### src/rtl/sr_drv_pkg.sv
// rtl/sr_drv_pkg.sv - shared state encoding and timer width for the SR latch pulse driver
package sr_drv_pkg;

  localparam int TIMER_W = 4;

  typedef enum logic [1:0] {
    IDLE   = 2'd0,
    PULSE  = 2'd1,
    SETTLE = 2'd2,
    CHECK  = 2'd3
  } state_t;

  // A phase of N cycles is timed by loading N-1 and leaving when the count reads zero.
  function automatic logic [TIMER_W-1:0] phase_load(input int cycles);
    return TIMER_W'(cycles - 1);
  endfunction

endpackage

### src/rtl/sr_drv_timer.sv
// rtl/sr_drv_timer.sv - loadable 4-bit down-counter that holds at zero, with zero flag
module sr_drv_timer
  import sr_drv_pkg::*;
(
  input  logic               clock,
  input  logic               reset_n,
  input  logic               load,
  input  logic [TIMER_W-1:0] value,
  input  logic               en,
  output logic               zero
);

  logic [TIMER_W-1:0] count;

  always_ff @(posedge clock or negedge reset_n) begin
    if (!reset_n) begin
      count <= '0;
    end else if (load) begin
      count <= value;
    end else if (en && (count != '0)) begin
      count <= count - 1'b1;
    end
  end

  assign zero = (count == '0);

endmodule

### src/rtl/sr_pulse_driver.sv
// rtl/sr_pulse_driver.sv - SR latch set/clear pulse driver; SR_DRV_READBACK_EN enables q_fb check
module sr_pulse_driver
  import sr_drv_pkg::*;
#(
  parameter int PULSE_CYCLES  = 4,
  parameter int SETTLE_CYCLES = 2
) (
  input  logic clock,
  input  logic reset_n,
  input  logic set_req,
  input  logic clr_req,
  input  logic q_fb,
  output logic Sbar,
  output logic Rbar,
  output logic busy,
  output logic done,
  output logic err
);

  state_t             state;
  logic               dir_set;
  logic               armed;
  logic               q_meta;
  logic               q_sync;
  logic               accept;
  logic               req_both;
  logic               tmr_load;
  logic [TIMER_W-1:0] tmr_value;
  logic               tmr_en;
  logic               tmr_zero;

  // armed stays low for the first edge after reset so a request held through reset is dropped.
  assign accept   = (state == IDLE) && armed && (set_req ^ clr_req);
  assign req_both = (state == IDLE) && armed && set_req && clr_req;

  always_comb begin
    tmr_load  = 1'b0;
    tmr_value = phase_load(PULSE_CYCLES);
    tmr_en    = 1'b0;
    case (state)
      IDLE: begin
        tmr_load = accept;
      end
      PULSE: begin
        if (tmr_zero) begin
          tmr_load  = 1'b1;
          tmr_value = phase_load(SETTLE_CYCLES);
        end else begin
          tmr_en = 1'b1;
        end
      end
      SETTLE: begin
        if (tmr_zero) begin
          tmr_load  = 1'b1;
          tmr_value = '0;
        end else begin
          tmr_en = 1'b1;
        end
      end
      default: begin
        tmr_load  = 1'b1;
        tmr_value = '0;
      end
    endcase
  end

  sr_drv_timer u_timer (
    .clock   (clock),
    .reset_n (reset_n),
    .load    (tmr_load),
    .value   (tmr_value),
    .en      (tmr_en),
    .zero    (tmr_zero)
  );

  always_ff @(posedge clock or negedge reset_n) begin
    if (!reset_n) begin
      state   <= IDLE;
      dir_set <= 1'b0;
      armed   <= 1'b0;
      q_meta  <= 1'b0;
      q_sync  <= 1'b0;
      Sbar    <= 1'b1;
      Rbar    <= 1'b1;
      busy    <= 1'b0;
      done    <= 1'b0;
      err     <= 1'b0;
    end else begin
      armed  <= 1'b1;
      q_meta <= q_fb;
      q_sync <= q_meta;
      done   <= 1'b0;
      case (state)
        IDLE: begin
          Sbar <= 1'b1;
          Rbar <= 1'b1;
          if (req_both) begin
            err <= 1'b1;
          end else if (accept) begin
            dir_set <= set_req;
            busy    <= 1'b1;
            Sbar    <= ~set_req;
            Rbar    <= set_req;
            state   <= PULSE;
          end
        end
        PULSE: begin
          if (tmr_zero) begin
            Sbar  <= 1'b1;
            Rbar  <= 1'b1;
            state <= SETTLE;
          end
        end
        SETTLE: begin
          if (tmr_zero) begin
            state <= CHECK;
          end
        end
        CHECK: begin
          done  <= 1'b1;
          busy  <= 1'b0;
          state <= IDLE;
`ifdef SR_DRV_READBACK_EN
          if (q_sync != dir_set) begin
            err <= 1'b1;
          end
`endif
        end
        default: begin
          Sbar  <= 1'b1;
          Rbar  <= 1'b1;
          state <= IDLE;
        end
      endcase
    end
  end

`ifndef SR_DRV_READBACK_EN
  // Readback is compiled out; the synchronizer still runs but its output has no consumer.
  logic unused_q_sync;
  assign unused_q_sync = q_sync;
`endif

endmodule

### config.mk
export PLATFORM = sky130hd
export DESIGN_NAME = sr_pulse_driver
export DESIGN_NICKNAME = d
export VERILOG_FILES = /design/src/rtl/sr_drv_pkg.sv /design/src/rtl/sr_drv_timer.sv /design/src/rtl/sr_pulse_driver.sv
export SDC_FILE = /design/constraint.sdc
export NUM_CORES = 1
export LEC_CHECK = 0
export CAP_MARGIN = 20
export CORE_AREA = 10 10 47 49
export CTS_BUF_LIST = sky130_fd_sc_hd__clkbuf_4
export CTS_CLUSTER_DIAMETER = 50
export CTS_CLUSTER_SIZE = 24
export DETAILED_ROUTE_END_ITERATION = 7
export DIE_AREA = 0 0 57 59
export MAX_ROUTING_LAYER = met4
export PLACE_DENSITY_LB_ADDON = 0.2
export SLEW_MARGIN = 0
export SYNTH_ARGS = -nofsm -noshare
export SYNTH_HDL_FRONTEND = slang
export SYNTH_SLANG_ARGS = --single-unit
### constraint.sdc
create_clock -name clock -period 2.95 [get_ports clock]
set_input_delay 0.59 -clock clock [delete_from_list [all_inputs] [get_ports clock]]
set_output_delay 0.59 -clock clock [all_outputs]
set_load 0.1 [all_outputs]
Word level (Yosys, flattened, before mapping):

Index checks and enable logic that the tools add are counted.

* multiplexer cells: 25
* equality and inequality tests: 7
* $add $sub $neg: 1
* reduce and logical (&&, ||, !) cells: 16
* bitwise gates (word level): 2

Operators by type and width (number)
* $mux W2: 6
* $mux W1: 11
* $mux W4: 2
* $ne A2 B2 Y1 const B: 4
* $pmux W1 S2: 4
* $pmux W2 S4: 1
* $pmux W2 S3: 1
* $reduce_bool A2 Y1: 3
* $logic_and A1 B1 Y1: 5
* $eq A2 B2 Y1 const B: 2
* $logic_not A4 Y1: 1
* $reduce_and A2 Y1: 2
* $reduce_and A4 Y1: 1
* $reduce_bool A4 Y1: 1
* $sub A4 B1 Y4 const B: 1
* $reduce_and A3 Y1: 1
* $eq A2 B1 Y1 const B: 1
* $logic_not A2 Y1: 1
* $reduce_or A2 Y1: 1
* $not A1 Y1: 1
* $xor A1 B1 Y1: 1

* bits of input ports: 5
* register bits: 12
* output and inout bits: 5

Logic depth before layout (Yosys ltp):

* depth in word-level cells: 6
* mapped depth: 6
* gate-level depth less buffers: 5

Hierarchy:

A second synthesis with hierarchy kept.

* cells, all modules: 83
* area total of the unflattened synthesis: 817.0 µm²

By module, submodules not included
* sr_pulse_driver: instances 1, area an instance 546.8 µm², cells each 56
* sr_drv_timer: instances 1, area an instance 270.3 µm², cells each 27

Worst setup path after synthesis:

Ideal clock, no wire load.

* kind: flip-flop to output port
* start point: register err
* end point: output err
* data arrival time: 0.899 ns
* stages on the path, launching flop included: 1
* slack: 1.461 ns
* path buffers: 0
* cells stage by stage: dfrtp_1

RTL lines
* from (decl): RTL line sr_pulse_driver.sv:17 `output logic err`
* from (signal assigned): RTL line sr_pulse_driver.sv:87 `err <= 1'b0;`
* from (signal assigned): RTL line sr_pulse_driver.sv:98 `err <= 1'b1;`

No word-level cell between the ends.

Worst setup path after layout:

* start point: register state[0]
* end point: register u_timer.count[1]

* longest elaborated chain between the ends: 5

RTL lines
* from (decl): RTL line sr_pulse_driver.sv:20 `state_t state;`
* from (signal assigned): RTL line sr_pulse_driver.sv:78 `state <= IDLE;`
* from (signal assigned): RTL line sr_pulse_driver.sv:104 `state <= PULSE;`
* from (signal assigned): RTL line sr_pulse_driver.sv:111 `state <= SETTLE;`
* $eq A2 B2 Y1, or another cell as far along: RTL line sr_pulse_driver.sv:40 `case (state)`
* $reduce_or A2 Y1 (no source line) or $logic_and A1 B1 Y1 (tied branches)
* $mux W1 or $logic_and A1 B1 Y1 (tied branches)
* $logic_and A1 B1 Y1 or $pmux W1 S2 (tied branches): RTL line sr_drv_timer.sv:20, sr_pulse_driver.sv:40
* $reduce_bool A2 Y1 (no source line) or $mux W4 (tied branches)
* to (signal assigned): RTL line sr_drv_timer.sv:19 `count <= value;`
* to (signal assigned): RTL line sr_drv_timer.sv:21 `count <= count - 1'b1;`
* to (decl): RTL line sr_drv_timer.sv:13 `logic [TIMER_W-1:0] count;`

Parallel ways exist; a longest one is shown, timed or not.
A chain may end at the register's enable or synchronous reset.

==> summary.txt <==
Worst setup path
  • WP data required: 3.15 ns
  • Crit-path cells: inv_1 > ha_1 > nor4bb_1 > nand3b_1 > a31oi_1
  • Setup crit end kind: flop
  • CP Capture Point: u_timer.count[1]$_DFFE_PN0P_
  • CP Class: flop to flop
  • Critical path's slowest cell: ha_1
  • Reg2Reg Capture Point: u_timer.count[1]$_DFFE_PN0P_
  • CP arrival: 1.96 ns
  • Slowest stage delay, CP: 0.46 ns
  • Path depth of the worst reg2reg path: 5
  • CP max FO: 10
  • CP Launch Type: flop
  • Crit path from: state[0]$_DFFE_PN0P_
  • FF-to-FF setup slack: 1.19 ns
  • FF-to-FF Start: state[0]$_DFFE_PN0P_

Cells and area
  • P&R area growth vs syn: 13.9%
  • Antenna fix cells: 0
  • Fin nets: 92
  • Most frequent cells in the layout: 10 x dfrtp_1, 6 x inv_1, 6 x ha_1
  • Design area: about 830 µm²
  • Share of cells above drive strength 1: 21.3%
  • Most common cell after layout, fill and taps aside: dfrtp_1

Synth
  • Synth Net Count: 81
  • Area leader, netlist: dfrtp_1
  • Post-synthesis register bit count: 12
  • Post-synth EDFFs: 0
  • Mapped cell area: 731 µm²
  • Dominant synthesized flop cell: dfrtp_1
  • Top-area cell type share of the netlist area: 34.2%
  • Synth cell types: 37
  • Cells after synthesis: 70
  • Warnings, synthesis: 0
  • Seq/Total Area, Yosys: 41.4%
  • Avg Cell Area, Syn: about 10 µm²
  • Ranking of synthesized cells by area: dfrtp_1 34%, ha_1 10%, dfstp_2 7.2%
  • Post-synth ARST share: 100%

Place
  • I/O Buffers: 8
  • Area after DPL: 806 µm²
  • Final GP Congestion: 0.797
  • Post-DP HPWL: 1.03 mm

Job
  • Max Cap Violations: 0

Clock tree
  • Resized Gates After CTS: 0
  • Postcts setup bufs: 0
  • Inserted Clock Buffers: 3
  • Later-pin clock latency in the skew report: 0.27 ns
  • CTS sink cnt: 12
  • # hold bufs at CTS: 0
  • Clock transition at path regs: 0.07 ns
  • H-tree depth: 1
  • CTS tree: done
  • Root buffer cell: clkbuf_4
  • CTS max path bufs: 2

Route
  • DRT iter0 DRCs: 2
  • Vias: between 500 and 600
  • DRC: 0
  • Drt wl/cell: between 10 and 15 µm
  • DR vias/cell: 5.52
  • Post-Route WL: 1.32 mm
  • Detail Route Antenna Nets: 0
  • TritonRoute pass-1 iters: 2

STA
  • RSZ-0062 raised after global routing: false
  • Final worst clock skew: 0.00299 ns
  • Max Clock Freq: between 500 and 600 MHz
  • Final setup fails: 0
  • Final Hold Viols: 0
  • Tmin final: ~1.8 ns
  • Max transition margin: 64.1%
  • Setup Total Neg Slack: 0 ns
  • Max Slew Vio Count: 0
  • Worst-Margin Slew: between 0.5 and 0.6 ns
  • Fin crit share: 59.8%

GRT
  • Vias in the first global route: 550
  • Largest net degree at the start of global routing: 13
  • GRT overflow: 0
  • GRT Util Overall: 8.92%
  • First-pass GRT wire length: about 2.3 mm
  • Initial antenna violation count: 0

Status
  • Status: finished, final reports clean

Die
  • Die area: 3360 µm²
  • Die width: 57 µm
  • Die height: a little under 60 µm
  • Core ar.: 1400 µm²
  • Top Ports: 10
  • Row cnt: 14
  • Initial Utilization: 52.1%

Worst hold path
  • Worst min path class: flop to flop
sequential cells by signal, indices dropped and copies added, names as in the netlist:
signal         cells
err                1
state              2
u_timer.count      4
busy               1
armed              1
done               1
Rbar               1
Sbar               1
synthesized netlist by cell type, types with 2 or more instances:
master / n
dfrtp_1: 10
ha_1: 6
inv_1: 6
nor2_1: 5
o21ai_0: 5
nand2_1: 3
nor3_1: 3
dfstp_2: 2
nand3_1: 2
worst min-delay path by stage:
| stage | start | endpoint | slack [ns] | cells past startpoint |
|---|---|---|---|---|
| 6_report | err$_DFFE_PN0P_ | err$_DFFE_PN0P_ | 0.47 | 1 |
| 5_1_grt | err$_DFFE_PN0P_ | err$_DFFE_PN0P_ | 0.53 | 1 |
| 4_1_cts | err$_DFFE_PN0P_ | err$_DFFE_PN0P_ | 0.48 | 1 |
| 3_5_place_dp | err$_DFFE_PN0P_ | err$_DFFE_PN0P_ | 0.47 | 1 |
| 3_3_place_gp | err$_DFFE_PN0P_ | err$_DFFE_PN0P_ | 0.45 | 1 |
| 2_1_floorplan | reset_n | armed$_DFF_PN0_ | 0.29 | 0 |
cell families (layout without fill, tap and decap cells):
logic type	Yosys count	after routing	synth area share [%]
simple gates	21	21	18.7
compound gates	19	19	20.5
flops	12	12	41.4
buf+inv	8	18	4.79
fa+ha+maj	6	6	10.3
xor+xnor	2	2	2.40
other cells	1	1	0.513
mux	1	1	1.37
layout make-up:
class,count,area [µm²]
fill,128,569
multi-input combinational,50,393
clock buffer,3,22.5
tap,16,20.0
clock inverter,1,3.75
inverter,6,22.5
sequential,12,303
timing repair buffer,8,67.6
worst max-delay path, delay by kind of cell (launching register included):
kind | cells | cell delay, ns
flip-flops | 1 | 0.43
AND/OR/NAND/NOR | 2 | 0.50
adder cells (fa/ha/maj) | 1 | 0.46
AO/OA/AOI/OAI | 1 | 0.17
buffers and inverters | 1 | 0.12
stage by stage:
| step | cells | worst slack [ns] | hold slack (ns) | utilization (%) |
|---|---|---|---|---|
| final | 96 | 1.19 | 0.475 | 59.4 |
| after global routing | 96 | 1.02 | 0.526 | 59.4 |
| after CTS | 96 | 1.19 | 0.484 | 59.4 |
| after detailed placement | 92 | 1.06 | 0.467 | 57.5 |
| after global placement | 92 | 1.07 | 0.453 | 57.5 |
| after floorplan | 70 | 1.46 | 0.294 | - |
layer usage:
| layer | up-vias | share of wire [%] | global-route usage, % |
|---|---|---|---|
| met5 | - | 0 | - |
| met4 | 0 | 1.1 | 6.04 |
| met3 | 2 | 2.2 | 2.58 |
| met2 | 6 | 52 | 14.6 |
| met1 | 248 | 45 | 9.12 |
| li1 | 274 | - | - |
Power is left out: the tool's default activity adds up to more than one toggle a clock period on the data nets, which glitch-free logic cannot reach.
